<file path="src/rtl/controlador_memoria_dados_pkg.sv">
// Shared definitions for the two-port data-memory controller: state encoding,
// default memory depth and the address range test.
package memoria_pkg;

  localparam int unsigned PROF_PADRAO = 1600;

  typedef enum logic [2:0] {
    OCIOSO  = 3'd0,
    LEITURA = 3'd1,
    ESPERA  = 3'd2,
    ESCRITA = 3'd3,
    CONCLUI = 3'd4
  } estado_t;

  // Unsigned compare: any address with the top bit set is out of range too.
  function automatic logic fora_de_faixa(input logic [31:0] endr, input int unsigned prof);
    return endr >= 32'(prof);
  endfunction

endpackage

</file>
<file path="src/rtl/controlador_memoria_dados_seletor_rr.sv">
// Two-way round-robin picker: a lone request wins, a tie goes to the
// requester that was not granted last.
module seletor_rr (
  input  logic req0_i,
  input  logic req1_i,
  input  logic ultimo_i,
  output logic grant_o,
  output logic valid_o
);

  assign valid_o = req0_i | req1_i;
  assign grant_o = (req0_i & req1_i) ? ~ultimo_i : req1_i;

endmodule

</file>
<file path="src/rtl/controlador_memoria_dados.sv">
// Arbitrated controller giving two requesters access to one data memory.
// Every output is a register; the FSM state is exported on estado_o.
module controlador_memoria_dados
  import memoria_pkg::*;
#(
  parameter int unsigned PROF = PROF_PADRAO
) (
  input  logic        clock,
  input  logic        reset,
  input  logic        req_0,
  input  logic        esc_0,
  input  logic [31:0] end_0,
  input  logic [31:0] dadoEscrita_0,
  output logic        ack_0,
  output logic [31:0] dadoLido_0,
  output logic        erro_0,
  input  logic        req_1,
  input  logic        esc_1,
  input  logic [31:0] end_1,
  input  logic [31:0] dadoEscrita_1,
  output logic        ack_1,
  output logic [31:0] dadoLido_1,
  output logic        erro_1,
  output logic        memRead,
  output logic        memWrite,
  output logic [31:0] endereco,
  output logic [31:0] dadoEscrita,
  input  logic [31:0] dadoLido,
  output logic [2:0]  estado_o
);

  // Handshake: req_x stays high until the one-cycle ack_x pulse; the command
  // (esc/end/dadoEscrita) is captured in the OCIOSO cycle that grants it, and
  // dadoLido_x/erro_x are meaningful only while ack_x is high.
  estado_t            estado_q, estado_d;
  logic               ultimo_q, ultimo_d;
  logic               dono_q, dono_d;
  logic               mem_read_q, mem_read_d;
  logic               mem_write_q, mem_write_d;
  logic [31:0]        endereco_q, endereco_d;
  logic [31:0]        dado_escrita_q, dado_escrita_d;
  logic [1:0]         ack_q, ack_d;
  logic [1:0]         erro_q, erro_d;
  logic [1:0][31:0]   lido_q, lido_d;

  logic               grant, valid;
  logic               sel_esc;
  logic [31:0]        sel_end, sel_dado;

  seletor_rr u_seletor (
    .req0_i   (req_0),
    .req1_i   (req_1),
    .ultimo_i (ultimo_q),
    .grant_o  (grant),
    .valid_o  (valid)
  );

  assign sel_esc  = grant ? esc_1 : esc_0;
  assign sel_end  = grant ? end_1 : end_0;
  assign sel_dado = grant ? dadoEscrita_1 : dadoEscrita_0;

  always_comb begin
    estado_d       = estado_q;
    ultimo_d       = ultimo_q;
    dono_d         = dono_q;
    mem_read_d     = 1'b0;
    mem_write_d    = 1'b0;
    endereco_d     = endereco_q;
    dado_escrita_d = dado_escrita_q;
    ack_d          = 2'b00;
    erro_d         = 2'b00;
    lido_d         = lido_q;
    case (estado_q)
      OCIOSO: begin
        if (valid) begin
          dono_d   = grant;
          ultimo_d = grant;
          if (fora_de_faixa(sel_end, PROF)) begin
            estado_d       = CONCLUI;
            ack_d[grant]   = 1'b1;
            erro_d[grant]  = 1'b1;
            lido_d[grant]  = '0;
          end else if (sel_esc) begin
            estado_d       = ESCRITA;
            mem_write_d    = 1'b1;
            endereco_d     = sel_end;
            dado_escrita_d = sel_dado;
          end else begin
            estado_d       = LEITURA;
            mem_read_d     = 1'b1;
            endereco_d     = sel_end;
          end
        end
      end
      LEITURA: estado_d = ESPERA;
      // Memory data arrives one cycle after memRead, i.e. during ESPERA.
      ESPERA: begin
        estado_d       = CONCLUI;
        ack_d[dono_q]  = 1'b1;
        lido_d[dono_q] = dadoLido;
      end
      ESCRITA: begin
        estado_d      = CONCLUI;
        ack_d[dono_q] = 1'b1;
      end
      CONCLUI: estado_d = OCIOSO;
      default: estado_d = OCIOSO;
    endcase
  end

  always_ff @(posedge clock) begin
    if (reset) begin
      estado_q       <= OCIOSO;
      ultimo_q       <= 1'b1;
      dono_q         <= 1'b0;
      mem_read_q     <= 1'b0;
      mem_write_q    <= 1'b0;
      endereco_q     <= '0;
      dado_escrita_q <= '0;
      ack_q          <= 2'b00;
      erro_q         <= 2'b00;
      lido_q         <= '0;
    end else begin
      estado_q       <= estado_d;
      ultimo_q       <= ultimo_d;
      dono_q         <= dono_d;
      mem_read_q     <= mem_read_d;
      mem_write_q    <= mem_write_d;
      endereco_q     <= endereco_d;
      dado_escrita_q <= dado_escrita_d;
      ack_q          <= ack_d;
      erro_q         <= erro_d;
      lido_q         <= lido_d;
    end
  end

  assign memRead     = mem_read_q;
  assign memWrite    = mem_write_q;
  assign endereco    = endereco_q;
  assign dadoEscrita = dado_escrita_q;
  assign ack_0       = ack_q[0];
  assign ack_1       = ack_q[1];
  assign erro_0      = erro_q[0];
  assign erro_1      = erro_q[1];
  assign dadoLido_0  = lido_q[0];
  assign dadoLido_1  = lido_q[1];
  assign estado_o    = estado_q;

endmodule

</file>
<file path="config.mk">
export PLATFORM = sky130hd
export DESIGN_NAME = controlador_memoria_dados
export DESIGN_NICKNAME = d
export VERILOG_FILES = /design/src/rtl/controlador_memoria_dados_pkg.sv /design/src/rtl/controlador_memoria_dados_seletor_rr.sv /design/src/rtl/controlador_memoria_dados.sv
export SDC_FILE = /design/constraint.sdc
export NUM_CORES = 1
export LEC_CHECK = 0
export BUFFER_PORTS_ARGS = -buffer_cell sky130_fd_sc_hd__buf_2
export CORE_MARGIN = 3
export CORE_UTILIZATION = 30
export CTS_BUF_LIST = sky130_fd_sc_hd__clkbuf_2 sky130_fd_sc_hd__clkbuf_4 sky130_fd_sc_hd__clkbuf_8
export CTS_CLUSTER_DIAMETER = 40
export DETAILED_ROUTE_END_ITERATION = 12
export PLACE_DENSITY = 0.6
export SYNTH_ARGS = -nofsm -noshare
export SYNTH_HDL_FRONTEND = slang
export SYNTH_SLANG_ARGS = --single-unit
</file>
<file path="constraint.sdc">
create_clock -name clock -period 2.15 [get_ports clock]
set_input_delay 0.1075 -clock clock [delete_from_list [all_inputs] [get_ports clock]]
set_output_delay 0.1075 -clock clock [all_outputs]
set_load 0.05 [all_outputs]
</file>
Word-level counts from Yosys, hierarchy flattened
Cells that the tools add are included.
W data, S select, Z words.
{ "totals": {"wordCells": 65, "inputBits": 166, "regBits": 139, "out_inout_bits": 137} }
{ "classes": {"magnitude_cmp": 5, "eq_ne": 5, "bitwise": 8, "n_mux": 25, "reduce_logical": 11} }
{ "op_table": {"columns": ["operator", "count"], "rows": [
  ["$mux W32", 4],
  ["$mux W64", 2],
  ["$pmux W64 S2", 1],
  ["$and A64 B64 Y64", 1],
  ["$bwmux W64", 1],
  ["$demux W32 S1", 2],
  ["$not A64 Y64", 1],
  ["$ge A32 B11 Y1 const B", 1],
  ["$pmux W3 S3", 1],
  ["$eq A3 B2 Y1 const B", 2],
  ["$mux W1", 6],
  ["$mux W2", 3],
  ["$mux W3", 2],
  ["$reduce_and A3 Y1", 2],
  ["$lt A1 B2 Y1 const B", 2],
  ["$not A1 Y1", 4],
  ["$pmux W2 S2", 1],
  ["$reduce_and A4 Y1", 1],
  ["$reduce_or A2 Y1", 2],
  ["$reduce_or A4 Y1", 1],
  ["$eq A3 B1 Y1 const B", 1],
  ["$logic_not A3 Y1", 1],
  ["$demux W1 S1", 2],
  ["$ge A1 B1 Y1 const B", 2],
  ["7 further kinds", 8]
]} }

Logic depth before layout (Yosys ltp)
{ "depth": {"word_depth": 11, "mapped_depth": 7, "mapped_depth_nobuf": 5} }

By module
A second synthesis with hierarchy kept.
{ "hier_totals": {"hier_cells": 663, "hier_area_um2": 6065.8} }
{ "modules_own_cells": {"columns": ["mod", "instances", "seq_area_each_um2", "cells_each", "area_each_um2"], "rows": [
  ["controlador_memoria_dados", 1, 2782.7, 661, 6052.1],
  ["seletor_rr", 1, 0.0, 2, 13.8]
]} }

Least setup slack after synthesis
Ideal clock, no wire load.
{ "synth_timing": {"path_kind": "reg2reg", "start": "reg estado_q[1] (netlist: estado_o[1])", "end": "reg dado_escrita_q[10] (netlist: dadoEscrita[10])", "required_time_ns": 2.081, "path_slack_ns": 0.127, "synth_period_minus_slack_ns": 2.023, "stages_incl_launch_ff": 8, "path_buffers": 2, "setup_time_ns": 0.069, "arrival_ns": 1.954, "cell_sequence": "dfxtp_1 nor3_2 nand4_1 or3_1 clkbuf_1 clkbuf_1 a221o_1 o21ai_1"} }
{ "synth_via": {"elab_chain_len": 2} }
{ "synth_lines": {"columns": ["element", "line", "source"], "rows": [
  ["start: declaration", "controlador_memoria_dados.sv:35", "estado_t estado_q, estado_d;"],
  ["start signal: assignment", "controlador_memoria_dados.sv:124", "estado_q <= estado_d;"],
  ["$logic_not A3 Y1", "controlador_memoria_dados.sv:73", "case (estado_q)"],
  ["$reduce_and A4 Y1 (no source line)", null, null],
  ["end signal: assignment", "controlador_memoria_dados.sv:130", "dado_escrita_q <= dado_escrita_d;"],
  ["end: declaration", "controlador_memoria_dados.sv:41", "logic [31:0] dado_escrita_q, dado_escrita_d;"]
]} }
No other way between the ends.
A chain may end at the register's enable or synchronous reset.

Worst setup path after layout
Same ends and word-level chain as after synthesis.

==> results.sh <==
export IMPL_clk_latency_ps=440
export IMPL_syn_area_per_cell_um2=8.45
export IMPL_hpwl_mm=14.2
export IMPL_first_iter_violations=265
export IMPL_synth_most_common_cell="dfxtp_1"
export IMPL_finClkSkew_ps=10.4
export IMPL_synth_edf_count=0
export IMPL_syn_nets=844
export IMPL_root_buffer="clkbuf_8"
export IMPL_multiInputGateArea_um2=2580
export IMPL_overflow=0
export IMPL_detail_route_drc_violations=0
export IMPL_start_util_pct=31.2
export IMPL_synth_seq_cells=139
export IMPL_yosys_area_top_type="dfxtp_1"
export IMPL_synthToLayoutAreaGrowth_pct=52.1
export IMPL_cts_setup_buffers=0
export IMPL_dr_pass1_iters=5
export IMPL_synth_area_leaders="dfxtp_1 (49%), nand2_1 (8.9%), a221o_1 (5.4%)"
export IMPL_htree_levels=4
export IMPL_finalWirelength_mm=20.2
export IMPL_drv_cap=0
export IMPL_row_count=49
export IMPL_nFillCells=1812
export IMPL_required_ps=2520
export IMPL_finalWorstSetupSlack_ps=198
export IMPL_final_util_pct=47.5
export IMPL_p_per_area_nw_per_um2=643
export IMPL_nets=1199
export IMPL_dieArea_um2=20800
export IMPL_hold_path_class="in2reg"
export IMPL_dieHeight_um=144
export IMPL_max_clock_path_buffers=2
export IMPL_cts_buffers=17
export IMPL_regArea_um2=2780
export IMPL_worst_setup_path_end_kind="flop"
export IMPL_syn_inst=678
export IMPL_rsz0062_at_grt="false"
export IMPL_gp_congestion=0.832
export IMPL_wire_per_inst_um=15.8
export IMPL_vias_per_cell=4.79
export IMPL_diodes=0
export IMPL_yosys_warnings=0
export IMPL_io_pins=303
export IMPL_worstPathMaxFanout=24
export IMPL_setup_tns_ps=0
export IMPL_synth_common_cells="dfxtp_1 (139), nand2_1 (136), clkbuf_1 (49), nor2_1 (44), inv_1 (43)"
export IMPL_cts_tree="yes"
export IMPL_io_buffers=302
export IMPL_slew_violations=0
export IMPL_drive_gt1_share_pct=36.8
export IMPL_seq_power_share_pct=46.2
export IMPL_synthFlopType="dfxtp_1"
export IMPL_yosys_cell_types_count=39
export IMPL_ant_nets=0
export IMPL_fin_crit_sh_pct=90.8
export IMPL_cp_start_kind="flop"
export IMPL_grt_pass1_wl_mm=30.1
export IMPL_finalSetupViolations=0
export IMPL_num_vias=6105
export IMPL_clk_pin_slew_ps=80
export IMPL_power_switching_mw=1.43
export IMPL_hold_violations=0
export IMPL_status="finished, final reports clean"
export IMPL_whs_ps=38.4
export IMPL_fin_crit_ps=1950
export IMPL_layout_cells_non_filler=1275
export IMPL_cts_resized_gates=0
export IMPL_worstMarginPinSlew_ps=495
export IMPL_slew_headroom_pct=67.0
export IMPL_power_leakage_nw=3.97
export IMPL_synthArstFlopShare_pct=0
export IMPL_die_x_um=144
export IMPL_path_class="reg2reg"
export IMPL_combPwrFrac_pct=10.4
export IMPL_grt_pass1_vias=5946
export IMPL_cts_sinks=139
export IMPL_pre_cts_slack_ps=12.2
export IMPL_antenna_found_initial=0
export IMPL_wl_met2_mm=9.48
export IMPL_yosysSeqAreaShare_pct=48.6
export IMPL_wl_met3_mm=1.63
export IMPL_synth_top_area_share_pct=48.6
export IMPL_track_usage_pct=18.4
export IMPL_grt_max_degree=64
export IMPL_clkPwrFrac_pct=43.4
export IMPL_p_sw_share_pct=25.6
export IMPL_post_place_cells=1182
export IMPL_arrival_ps=2320
export IMPL_p_int_mw=4.16
export IMPL_core_um2=18300
export IMPL_fmax_mhz=512
export IMPL_m1WireLength_mm=8.68
export IMPL_peakVddDrop_uv=439
export IMPL_top_layer_used="met4"
export IMPL_syn_area_um2=5730
power by group through the flow:
| stage | sequential (mW) | clock, mW | combinational, mW |
|---|---|---|---|
| floorplan | 2.67 | 0 | 0.201 |
| global placement | 2.65 | 0 | 0.495 |
| detailed placement | 2.65 | 0 | 0.491 |
| CTS | 2.59 | 2.52 | 0.581 |
| global route | 2.59 | 2.62 | 0.633 |
| finish | 2.58 | 2.43 | 0.583 |
worst max-delay path: stages (launching register included):
cell and delay (ps):
dfxtp_1 330, nor3_2 320, nand4_1 150, or3_1 380, buf_4 240, a221o_1 370, o21ai_1 80
area by class of cell:
type	instances	area share, %
Sequential cell	139	31.9
Multi-Input combinational cell	436	29.6
Tap cell	229	3.29
Clock inverter	14	2.41
Clock buffer	18	2.77
Timing Repair Buffer	396	28.1
Inverter	43	1.85
worst paths after layout:
| path | start | to | slack (ps) | cells after the start |
|---|---|---|---|---|
| setup reg to reg | estado_o[1] | dadoEscrita[10] | 200 | 6 |
| hold reg to reg | endereco[1] | endereco[1] | 460 | 2 |
| setup / recovery | estado_o[1] | dadoEscrita[10] | 200 | 6 |
| hold / removal | dadoEscrita_1[13] | dadoEscrita[13] | 40 | 4 |
stage by stage:
stage	power, mW	area (um2)
2_1_floorplan	2.87	5730
3_5_place_dp	3.14	7650
6_report	5.60	8710
4_1_cts	5.68	8710
5_1_grt	5.84	8710
3_3_place_gp	3.14	7650
registers in the layout (all words and copies together) (netlist names):
name	flops
dadoLido_1	32
ack_q	2
ultimo_q	1
dadoLido_0	32
erro_q	2
endereco	32
estado_o	3
dadoEscrita	32
memWrite	1
memRead	1
dono_q	1
cells in the final DEF (no fill, tap or decap), types with 3 or more instances in the layout:
master / instances
nor2_1: 43
or3_1: 4
nor3b_1: 21
a22oi_1: 32
a221o_1: 31
a21oi_1: 4
nand2b_1: 33
buf_12: 6
nand4_1: 4
clkbuf_8: 17
buf_4: 28
bufinv_16: 4
dlygate4sd3_1: 61
buf_2: 301
a211oi_1: 15
inv_6: 3
o21ai_1: 31
clkinv_4: 3
o31ai_1: 33
dfxtp_1: 139
a211oi_2: 7
inv_1: 43
nor4_1: 8
nand2_1: 136
nor3_1: 7
routing by layer:
layer  vias up  GRT usage [%]
li1       3062              -
met1      2783           22.2
met2       238           31.0
met3        22           5.85
met4         0           6.14
met5         -              0
logic make-up (layout without fill, tap and decap cells):
logic type      Yosys count  in the layout  share of synthesized area [%]
compound gates          166            166                           22.2
mux                       1              1                          0.197
simple gates            269            269                           22.0
buf+inv                 103            471                           7.08
flops                   139            139                           48.6
repair_timing:
action,4_1_cts,5_1_grt
endpoints found under the hold margin,82,0
setup endpoints to repair,0,0
hold buffers,61,0
No activity file was read; power rests on OpenSTA's default activity.
